### src/rtl/serial_logic32.sv
// Bit-serial bitwise logic unit: evaluates AND/NAND/OR/NOR/XOR/NOT DIGIT bits per clock.
// Optional result-is-zero flag enabled by defining SERIAL_LOGIC_ZERO_FLAG_EN.
module serial_logic32 #(
    parameter int WIDTH = 32,
    parameter int DIGIT = 4
) (
    input  logic             clk,
    input  logic             reset_n,
    input  logic             in_valid,
    output logic             in_ready,
    input  logic [WIDTH-1:0] in_a,
    input  logic [WIDTH-1:0] in_b,
    input  logic [2:0]       in_op,
    output logic             out_valid,
    input  logic             out_ready,
    output logic [WIDTH-1:0] out_result,
    output logic             out_err,
    output logic             out_zero
);

    localparam int N  = WIDTH / DIGIT;
    localparam int CW = (N > 1) ? $clog2(N) : 1;

    typedef enum logic [1:0] {
        IDLE,
        BUSY,
        DONE
    } state_t;

    state_t           state_reg;
    logic [WIDTH-1:0] a_reg;
    logic [WIDTH-1:0] b_reg;
    logic [WIDTH-1:0] result_reg;
    logic [2:0]       op_reg;
    logic [CW-1:0]    cnt_reg;
    logic             err_reg;
    logic [DIGIT-1:0] digit_next;
    logic             accept;

    // Reserved opcodes fall through to 0 so the result word comes out cleared.
    function automatic logic logic_bit(input logic [2:0] op, input logic a, input logic b);
        logic r;
        case (op)
            3'b000:  r = a & b;
            3'b001:  r = ~(a & b);
            3'b010:  r = a | b;
            3'b011:  r = ~(a | b);
            3'b100:  r = a ^ b;
            3'b101:  r = ~a;
            default: r = 1'b0;
        endcase
        return r;
    endfunction

    genvar gi;
    generate
        for (gi = 0; gi < DIGIT; gi++) begin : g_digit
            assign digit_next[gi] = logic_bit(op_reg, a_reg[gi], b_reg[gi]);
        end
    endgenerate

    assign in_ready   = (state_reg == IDLE);
    assign out_valid  = (state_reg == DONE);
    assign accept     = in_valid && in_ready;
    // Result register is only exposed once complete, so no partial word leaks out.
    assign out_result = out_valid ? result_reg : '0;
    assign out_err    = err_reg;

    always_ff @(posedge clk) begin
        if (!reset_n) begin
            state_reg  <= IDLE;
            a_reg      <= '0;
            b_reg      <= '0;
            result_reg <= '0;
            op_reg     <= 3'b000;
            cnt_reg    <= '0;
            err_reg    <= 1'b0;
        end else begin
            case (state_reg)
                IDLE: begin
                    if (accept) begin
                        a_reg      <= in_a;
                        b_reg      <= in_b;
                        op_reg     <= in_op;
                        cnt_reg    <= '0;
                        result_reg <= '0;
                        err_reg    <= (in_op[2] && in_op[1]);
                        state_reg  <= BUSY;
                    end
                end
                BUSY: begin
                    result_reg <= {digit_next, result_reg[WIDTH-1:DIGIT]};
                    a_reg      <= a_reg >> DIGIT;
                    b_reg      <= b_reg >> DIGIT;
                    cnt_reg    <= cnt_reg + CW'(1);
                    if (cnt_reg == CW'(N - 1)) begin
                        state_reg <= DONE;
                    end
                end
                DONE: begin
                    if (out_ready) begin
                        state_reg <= IDLE;
                    end
                end
                default: state_reg <= IDLE;
            endcase
        end
    end

`ifdef SERIAL_LOGIC_ZERO_FLAG_EN
    logic zero_reg;

    // Starts optimistic on accept and drops on the first nonzero digit.
    always_ff @(posedge clk) begin
        if (!reset_n) begin
            zero_reg <= 1'b0;
        end else if (accept) begin
            zero_reg <= 1'b1;
        end else if (state_reg == BUSY && digit_next != '0) begin
            zero_reg <= 1'b0;
        end
    end

    assign out_zero = out_valid && zero_reg;
`else
    assign out_zero = 1'b0;
`endif

endmodule

### config.mk
export PLATFORM = sky130hd
export DESIGN_NAME = serial_logic32
export DESIGN_NICKNAME = d
export VERILOG_FILES = /design/src/rtl/serial_logic32.sv
export SDC_FILE = /design/constraint.sdc
export NUM_CORES = 1
export LEC_CHECK = 0
export ABC_AREA = 1
export BUFFER_PORTS_ARGS = -buffer_cell sky130_fd_sc_hd__clkbuf_2
export CAP_MARGIN = 20
export CORE_UTILIZATION = 30
export DETAILED_ROUTE_END_ITERATION = 16
export PLACE_DENSITY = 0.53
export SLEW_MARGIN = 20
export SYNTH_ARGS = -nofsm -noshare
export SYNTH_HDL_FRONTEND = slang
export SYNTH_SLANG_ARGS = --single-unit
### constraint.sdc
create_clock -name clk -period 2.8 [get_ports clk]
set_clock_uncertainty 0.05 [all_clocks]
set_input_delay 0.14 -clock clk [delete_from_list [all_inputs] [get_ports clk]]
set_output_delay 0.14 -clock clk [all_outputs]
set_load 0.02 [all_outputs]
==> results.yml, run 1 <==
run_status:
  status: "completed"
timing:
  worst_slew_pin_slew_ns: 0.969
  fin_setup_tns_ns: 0
  slew_headroom_pct: 35.3
  timing.fmax_mhz: 483
  rsz0062_at_grt: "false"
  fin_crit_ns: 2.07
  hold_ws_ns: 0.0166
  fin_crit_sh_pct: 74.0
  drv_slew: 0
  finalHoldViolCount: 0
  setup_violations: 0
floorplanning:
  dieArea_um2: 17000
  fp.dieW_um: 130
  die_h_um: 130
  pin_count: 107
  floorplan.initialDensity_pct: 31.0
  num_rows: 46
  core-area_um2: 16000
clock_tree:
  clkLatencyLatePin_ns: 0.34
  clk_path_buf_depth: 2
  cts_hold_buf: 9
  cts_resized: 0
  htreeDepth: 3
  cts_made_buffers: 9
  root_buffer: "clkbuf_16"
  clock_sinks: 105
  clk_pin_slew_worst_paths_ns: 0.07
  cts_tree: "done"
  cts_setup_buffers: 0
finish:
  nets: 896
  regArea_um2: 2100
  finish.utilization_pct: 36.8
  drive_gt1_share_pct: 16.1
  mostFrequentLayoutCells: "nand2_1 (186), dfxtp_1 (105), clkbuf_2 (105)"
  final_common_cell: "nand2_1"
  multi_input_area_um2: 2160
  syn_to_final_growth_pct: 18.9
  diodes: 0
  fillCellCount: 1826
synth:
  ys_warn_count: 0
  ys_ff_latch: 105
  synth_top_area_share_pct: 42.4
  yosysTopAreaCell: "dfxtp_1"
  postSynthAreaPerCell_um2: 6.77
  synthArstFlopShare_pct: 0
  synth_edf_count: 0
  synth_ff_type: "dfxtp_1"
  seq_area_frac_synth_pct: 42.4
  synth_nets: 812
  syn_inst: 731
  synth_cell_type_count: 22
  synthesis.area_um2: 4950
  ys_top_cells_by_area: "dfxtp_1 (42%), nand2_1 (14%), a21oi_1 (10%)"
setup_path:
  startpoint_type: "flop"
  end_kind: "primary output"
  r2r_setup_slack_ns: 0.91
  reg2reg_depth: 6
  arrival_ns: 1.88
  cp.required_ns: 2.61
  worstSetupEndpoint: "out_result[16]"
  reg2reg_from: "state_reg[1]$_SDFFE_PN0P_"
  crit_start: "state_reg[0]$_SDFFE_PN0P_"
  r2r_end: "b_reg[1]$_SDFFE_PN0P_"
  cp_max_fo: 33
  worstSetupPathType: "flop to primary output"
power_and_ir_drop:
  total_leakage_power_nw: 2.52
  powerDensity_nw_per_um2: 565
  pwr-share-comb_pct: 16.5
  power_switching_uw: 923
  p_int_mw: 2.40
  power_frac_clock_pct: 34.2
  seqPwrFrac_pct: 49.3
  switching_share_pct: 27.8
  ir_drop_mv: 0.325
detailed_routing:
  drt_wl_total_mm: 11.8
  first_pass_iters: 4
  drt_iter0_markers: 265
  vias: 4509
  ant_nets: 0
  vias_per_cell: 4.36
  remaining_drc_errors: 0
  avgRoutedWirePerCell_um: 11.4
global_routing:
  grt_max_degree: 85
  grt_antenna_before_repair: 0
  first_global_vias: 4015
  grt_overflow: 0
  grt_pass1_wl_mm: 19.1
  grt_usage_pct: 14.4
min_path:
  hold_path.startpoint: "in_op[1]"
  hp-class: "primary input to flop"
flow_run:
  drv_cap: 0
placement:
  port_buffers: 105
  gp_congestion: 0.765
  hpwl_mm: 8.13
==> worst min-delay path by stage <==
| stage | endpoint | slack, ns | cells after the start |
|---|---|---|---|
| after floorplan | op_reg[2]$_SDFFE_PN0P_ | 0.23 | 2 |
| after global placement | a_reg[30]$_SDFFE_PN0P_ | 0.34 | 3 |
| after detailed placement | a_reg[30]$_SDFFE_PN0P_ | 0.34 | 3 |
| after CTS | out_err$_SDFFE_PN0P_ | 0.008 | 3 |
| after global routing | out_err$_SDFFE_PN0P_ | 0.04 | 3 |
| final | out_err$_SDFFE_PN0P_ | 0.02 | 3 |
==> cell usage after synthesis, types with 2 or more instances <==
master	number
dfxtp_1	105
a21oi_1	103
inv_2	4
nand2_1	186
ha_1	10
o21ai_1	59
nor2_1	51
clkbuf_1	19
buf_2	9
nand2_2	2
inv_1	103
buf_1	2
buf_6	11
o21ai_0	47
nand3_1	8
buf_4	6
==> cells by family after synthesis <==
group,after synthesis,share of synthesized area (%)
AO/OA/AOI/OAI,210,21.3
adder cells (fa/ha/maj),10,2.53
buffers and inverters,154,14.0
flip-flops,105,42.4
other,1,0.0757
AND/OR/NAND/NOR,251,19.7
==> metal layers <==
| metal | GRT usage, % | vias up | part of all wire, % |
|---|---|---|---|
| li1 | - | 2456 | - |
| met1 | 19.7 | 1989 | 49 |
| met5 | 0 | - | 0 |
| met3 | 2.04 | 7 | 2.5 |
| met4 | 6.29 | 0 | 1.2 |
| met2 | 22.7 | 57 | 47 |
==> final cells by class <==
type	instances	share of cell area [%]
clock buffer	12	4.02
sequential	105	35.7
timing repair buffer	120	11.9
clock inverter	3	0.319
tap	216	4.59
multi-input combinational	472	36.7
inverter	107	6.82
==> power groups by stage <==
stage | Combinational (mW) | Sequential, mW | Clock (mW)
finish | 0.550 | 1.64 | 1.14
global route | 0.640 | 1.65 | 1.23
CTS | 0.562 | 1.64 | 1.18
detailed placement | 0.550 | 1.68 | 0
global placement | 0.550 | 1.67 | 0
floorplan | 0.426 | 1.67 | 0
==> stage by stage <==
| step | power, mW | area [um^2] | setup slack (ns) | cells |
|---|---|---|---|---|
| 2_1_floorplan | 2.09 | 4950 | 1.23 | 731 |
| 3_3_place_gp | 2.22 | 5540 | 0.870 | 1011 |
| 3_5_place_dp | 2.23 | 5540 | 0.881 | 1011 |
| 4_1_cts | 3.38 | 5890 | 0.677 | 1035 |
| 5_1_grt | 3.52 | 5890 | 0.560 | 1035 |
| 6_report | 3.33 | 5890 | 0.728 | 1035 |
==> critical path: stages (launching register included) <==
cell and delay [ns]:
dfxtp_1 0.40, nor2_1 0.09, inv_1 0.71, nor2_1 0.14, clkbuf_2 0.20
Power figures use the tool's default switching activity.
==> run 2, diff against run 1 <==
==> constraint.sdc (replaced) <==
create_clock -name clk -period 2 [get_ports clk]
set_clock_uncertainty 0.05 [all_clocks]
set_input_delay 0.1 -clock clk [delete_from_list [all_inputs] [get_ports clk]]
set_output_delay 0.1 -clock clk [all_outputs]
set_load 0.02 [all_outputs]
==> results.yml, run 2 (synthesis gave the netlist of run 1 again) <==
clock_tree:
  cts_tree: "done"
  clkLatencyLatePin_ns: 0.35
  clk_pin_slew_worst_paths_ns: 0.07
  clock_sinks: 105
  root_buffer: "clkbuf_16"
  cts_resized: 0
  htreeDepth: 3
  clk_path_buf_depth: 2
  cts_setup_buffers: 0
  cts_hold_buf: 12
  cts_made_buffers: 9
setup_path:
  startpoint_type: "flop"
  crit_start: "state_reg[1]$_SDFFE_PN0P_"
  worstSetupPathType: "flop to primary output"
  cp_max_fo: 33
  reg2reg_depth: 7
  arrival_ns: 1.59
  r2r_end: "result_reg[10]$_SDFFE_PN0P_"
  cp.required_ns: 1.85
  end_kind: "primary output"
  r2r_setup_slack_ns: 0.42
  reg2reg_from: "state_reg[0]$_SDFFE_PN0P_"
power_and_ir_drop:
  power_frac_clock_pct: 35.5
  power_switching_mw: 1.33
  seqPwrFrac_pct: 48.2
  power.total_mw: 4.77
  switching_share_pct: 27.8
  ir_drop_mv: 0.395
  p_int_mw: 3.44
  pwr-share-comb_pct: 16.3
  total_leakage_power_nw: 2.56
  powerDensity_nw_per_um2: 800
floorplanning:
  dieArea_um2: 17000
  pin_count: 107
  fp.dieW_um: 130
  floorplan.initialDensity_pct: 31.0
  core-area_um2: 16000
  die_h_um: 130
  num_rows: 46
timing:
  hold_ws_ns: 0.0379
  finalHoldViolCount: 0
  fin_crit_sh_pct: 87.0
  fin_crit_ns: 1.74
  setup_violations: 0
  timing.fmax_mhz: 575
  fin_setup_tns_ns: 0
  drv_slew: 0
  rsz0062_at_grt: "false"
global_routing:
  first_global_vias: 4129
  grt_pass1_wl_mm: 19.9
  grt_max_degree: 114
  grt_usage_pct: 15.0
  grt_antenna_before_repair: 0
  grt_overflow: 0
run_status:
  status: "completed"
detailed_routing:
  drt_iter0_markers: 275
  first_pass_iters: 6
  remaining_drc_errors: 0
  avgRoutedWirePerCell_um: 11.6
  ant_nets: 0
  vias: 4562
  vias_per_cell: 4.37
  drt_wl_total_mm: 12.1
flow_run:
  drv_cap: 0
placement:
  dpl_cell_area_um2: 5560
  gp_congestion: 0.763
  port_buffers: 105
  hpwl_mm: 8.13
finish:
  drive_gt1_share_pct: 16.6
  final_cell_area_um2: 5960
  nets: 903
  diodes: 0
  final_common_cell: "nand2_1"
  syn_to_final_growth_pct: 20.3
  finish.utilization_pct: 37.2
  mostFrequentLayoutCells: "nand2_1 (186), dfxtp_1 (105), clkbuf_2 (105)"
min_path:
  hold-path-endpoint: "op_reg[1]$_SDFFE_PN0P_"
  hp-class: "primary input to flop"
  whs_path_depth: 3
  hold_path.startpoint: "in_valid"
## run 2: cell count changes in the layout (fill, tap and decap cells not counted)
cell           change
buf_12             -1
buf_4              +5
clkbuf_8           +2
clkinv_2           -1
clkinv_4           -1
clkinvlp_4         +1
dlygate4sd3_1      +3
## run 2: worst max-delay path by stage
stage	endpoint	slack [ns]	cells past startpoint
2_1_floorplan	out_result[10]	0.47	5
3_3_place_gp	a_reg[24]$_SDFFE_PN0P_	0.49	7
3_5_place_dp	b_reg[3]$_SDFFE_PN0P_	0.46	7
4_1_cts	out_result[5]	0.18	6
5_1_grt	out_result[5]	0.15	6
6_report	out_result[5]	0.26	6
## run 2: final cells by class
type	instances	area (um^2)
clock buffers	14	264
clock inverters	2	12.5
fillers	1832	10000
inverters	107	402
multi-input cells	472	2160
flip-flops and latches	105	2100
well taps	216	270
repair buffers	127	746
## run 2: critical path: stages, from the launching register on
cell      delay (ns)
dfxtp_1         0.36
inv_2           0.06
nor2_1          0.18
inv_1           0.06
buf_4           0.23
nor2_1          0.17
clkbuf_2        0.19
## run 2: metal layers
layer  wire length (um)  GRT usage (%)  up-vias
met1               6010           20.0     2007
met3                341           2.77       15
met2               5510           23.6       69
met5                  0              0        -
li1                   -              -     2471
met4                229           6.90        0
## run 2: per-stage QoR
stage,instances,setup WS [ns]
finish,1043,0.260
global route,1043,0.147
CTS,1043,0.183
detailed placement,1015,0.457
global placement,1015,0.491
floorplan,731,0.474
## run 2: power groups by stage
stage | Sequential (mW) | Clock [mW] | Combinational [mW]
5_1_grt | 2.32 | 1.82 | 0.900
3_5_place_dp | 2.35 | 0 | 0.766
4_1_cts | 2.30 | 1.74 | 0.788
3_3_place_gp | 2.35 | 0 | 0.760
6_report | 2.30 | 1.69 | 0.776
2_1_floorplan | 2.33 | 0 | 0.596
==> run 3, diff against run 2 <==
--- a/config.mk
+++ b/config.mk
@@ -8,9 +8,9 @@
 export ABC_AREA = 1
 export BUFFER_PORTS_ARGS = -buffer_cell sky130_fd_sc_hd__clkbuf_2
 export CAP_MARGIN = 20
-export CORE_UTILIZATION = 30
+export CORE_UTILIZATION = 36
 export DETAILED_ROUTE_END_ITERATION = 16
-export PLACE_DENSITY = 0.53
+export PLACE_DENSITY = 0.61
 export SLEW_MARGIN = 20
 export SYNTH_ARGS = -nofsm -noshare
 export SYNTH_HDL_FRONTEND = slang
==> results.yml, run 3 (synthesis gave the netlist of run 1 again) <==
run_status:
  status: "completed"
clock_tree:
  cts_made_buffers: 9
  root_buffer: "clkbuf_16"
  clkLatencyLatePin_ns: 0.35
  clk_path_buf_depth: 2
  cts_tree: "done"
  htreeDepth: 3
  clock_sinks: 105
  clk_pin_slew_worst_paths_ns: 0.07
timing:
  slew_headroom_pct: 66.6
  rsz0062_at_grt: "false"
  drv_slew: 0
  fin_crit_ns: 1.86
  fin_crit_sh_pct: 93.0
  hold_ws_ns: 0.0168
  setup_violations: 0
  worst_slew_pin_slew_ns: 0.501
  fin_setup_tns_ns: 0
  setup_ws_ns: 0.140
  timing.fmax_mhz: 538
  finalHoldViolCount: 0
finish:
  syn_to_final_growth_pct: 21.1
  fin_cells: 1004
  nets: 904
  fillCellCount: 1436
  mostFrequentLayoutCells: "nand2_1 (186), dfxtp_1 (105), clkbuf_2 (105)"
  final_cell_area_um2: 6000
  diodes: 0
  final_common_cell: "nand2_1"
  drive_gt1_share_pct: 17.1
global_routing:
  grt_overflow: 0
  first_global_vias: 4211
  grt_pass1_wl_mm: 19.6
  grt_antenna_before_repair: 0
  grt_usage_pct: 17.1
  grt_max_degree: 121
power_and_ir_drop:
  switching_share_pct: 26.5
  power_frac_clock_pct: 40.0
  powerDensity_nw_per_um2: 853
  ir_drop_mv: 0.354
  power_switching_mw: 1.35
  p_int_mw: 3.76
  seqPwrFrac_pct: 44.9
  pwr-share-comb_pct: 15.1
  total_leakage_power_nw: 2.60
floorplanning:
  floorplan.initialDensity_pct: 37.1
  die_h_um: 119
  num_rows: 42
  pin_count: 107
  core-area_um2: 13300
  dieArea_um2: 14200
  fp.dieW_um: 119
setup_path:
  worstSetupPathType: "flop to primary output"
  crit_slowest_cell: "dfxtp_1"
  worst-path-buf-inv: 4
  cp_max_fo: 11
  arrival_ns: 1.71
  cpPeakStageDelay_ns: 0.36
  critPathMostFrequentCell: "nor2_1"
  cp_top_family: "buffers and inverters"
  cp.required_ns: 1.85
  end_kind: "primary output"
  path_cells: "inv_2, nor2_1, clkinvlp_4, buf_4, nor2_1, clkbuf_2"
  startpoint_type: "flop"
detailed_routing:
  remaining_drc_errors: 0
  avgRoutedWirePerCell_um: 11.4
  vias: 4558
  drt_wl_total_mm: 11.4
  first_pass_iters: 4
  drt_iter0_markers: 241
  vias_per_cell: 4.54
  ant_nets: 0
placement:
  place_inst: 974
  dpl_cell_area_um2: 5510
  pre_cts_ws_ns: 0.377
  gp_congestion: 0.809
  port_buffers: 105
  hpwl_mm: 7.80
flow_run:
  drv_cap: 0
min_path:
  hp-class: "primary input to flop"
[run 3: changes by cell type in the layout (fill, tap and decap cells not counted), sizes merged]
cell	previous run	this run
clkinvlp	1	2
bufinv	0	3
clkbuf	119	114
inv	107	108
buf	10	11
[run 3: stage by stage]
stage	utilization, %	power [mW]
floorplan	-	2.93
global placement	41.3	3.10
detailed placement	41.3	3.10
CTS	44.8	5.17
global route	44.9	5.39
finish	44.9	5.11
[run 3: power by group through the flow]
stage,clock (mW),combinational [mW],sequential (mW)
after floorplan,0,0.596,2.33
after global placement,0,0.753,2.34
after detailed placement,0,0.758,2.35
after CTS,2.09,0.780,2.30
after global routing,2.17,0.903,2.31
final,2.05,0.772,2.30
[run 3: cell type report]
type                       count  area (um^2)  area share (%)
sequential                   105         2100            35.0
tap                          176          220            3.67
timing repair buffer         128          766            12.8
clock inverter                 7          124            2.07
multi-input combinational    472         2160            35.9
clock buffer                   9          225            3.75
inverter                     107          405            6.76
[run 3: per-layer routing]
layer | global-route usage (%) | vias up | routed length (um)
li1 | - | 2471 | -
met1 | 22.9 | 2009 | 5650
met2 | 27.0 | 62 | 5190
met3 | 2.44 | 16 | 300
met4 | 8.07 | 0 | 273
met5 | 0 | - | 0
[run 3: worst min-delay path, cell delays in order]
cell	delay [ns]
clkbuf_2	0.09
nand2_2	0.11
a21oi_1	0.07
[run 3: worst paths after layout]
| check | slack (ns) | from | endpoint | cells after the start |
|---|---|---|---|---|
| worst min-delay path | 0.02 | in_valid | op_reg[1]$_SDFFE_PN0P_ | 3 |
| worst max register to register | 0.36 | state_reg[0]$_SDFFE_PN0P_ | a_reg[2]$_SDFFE_PN0P_ | 7 |
| worst max-delay path | 0.14 | state_reg[1]$_SDFFE_PN0P_ | out_result[2] | 6 |
| worst min register to register | 0.40 | a_reg[13]$_SDFFE_PN0P_ | a_reg[13]$_SDFFE_PN0P_ | 2 |
[run 3: what timing repair did]
item,in CTS,in global routing
setup endpoints to repair,0,16
buffers inserted,0,2
gates resized for setup,0,1
hold endpoints to repair,12,0
hold buffers,12,0
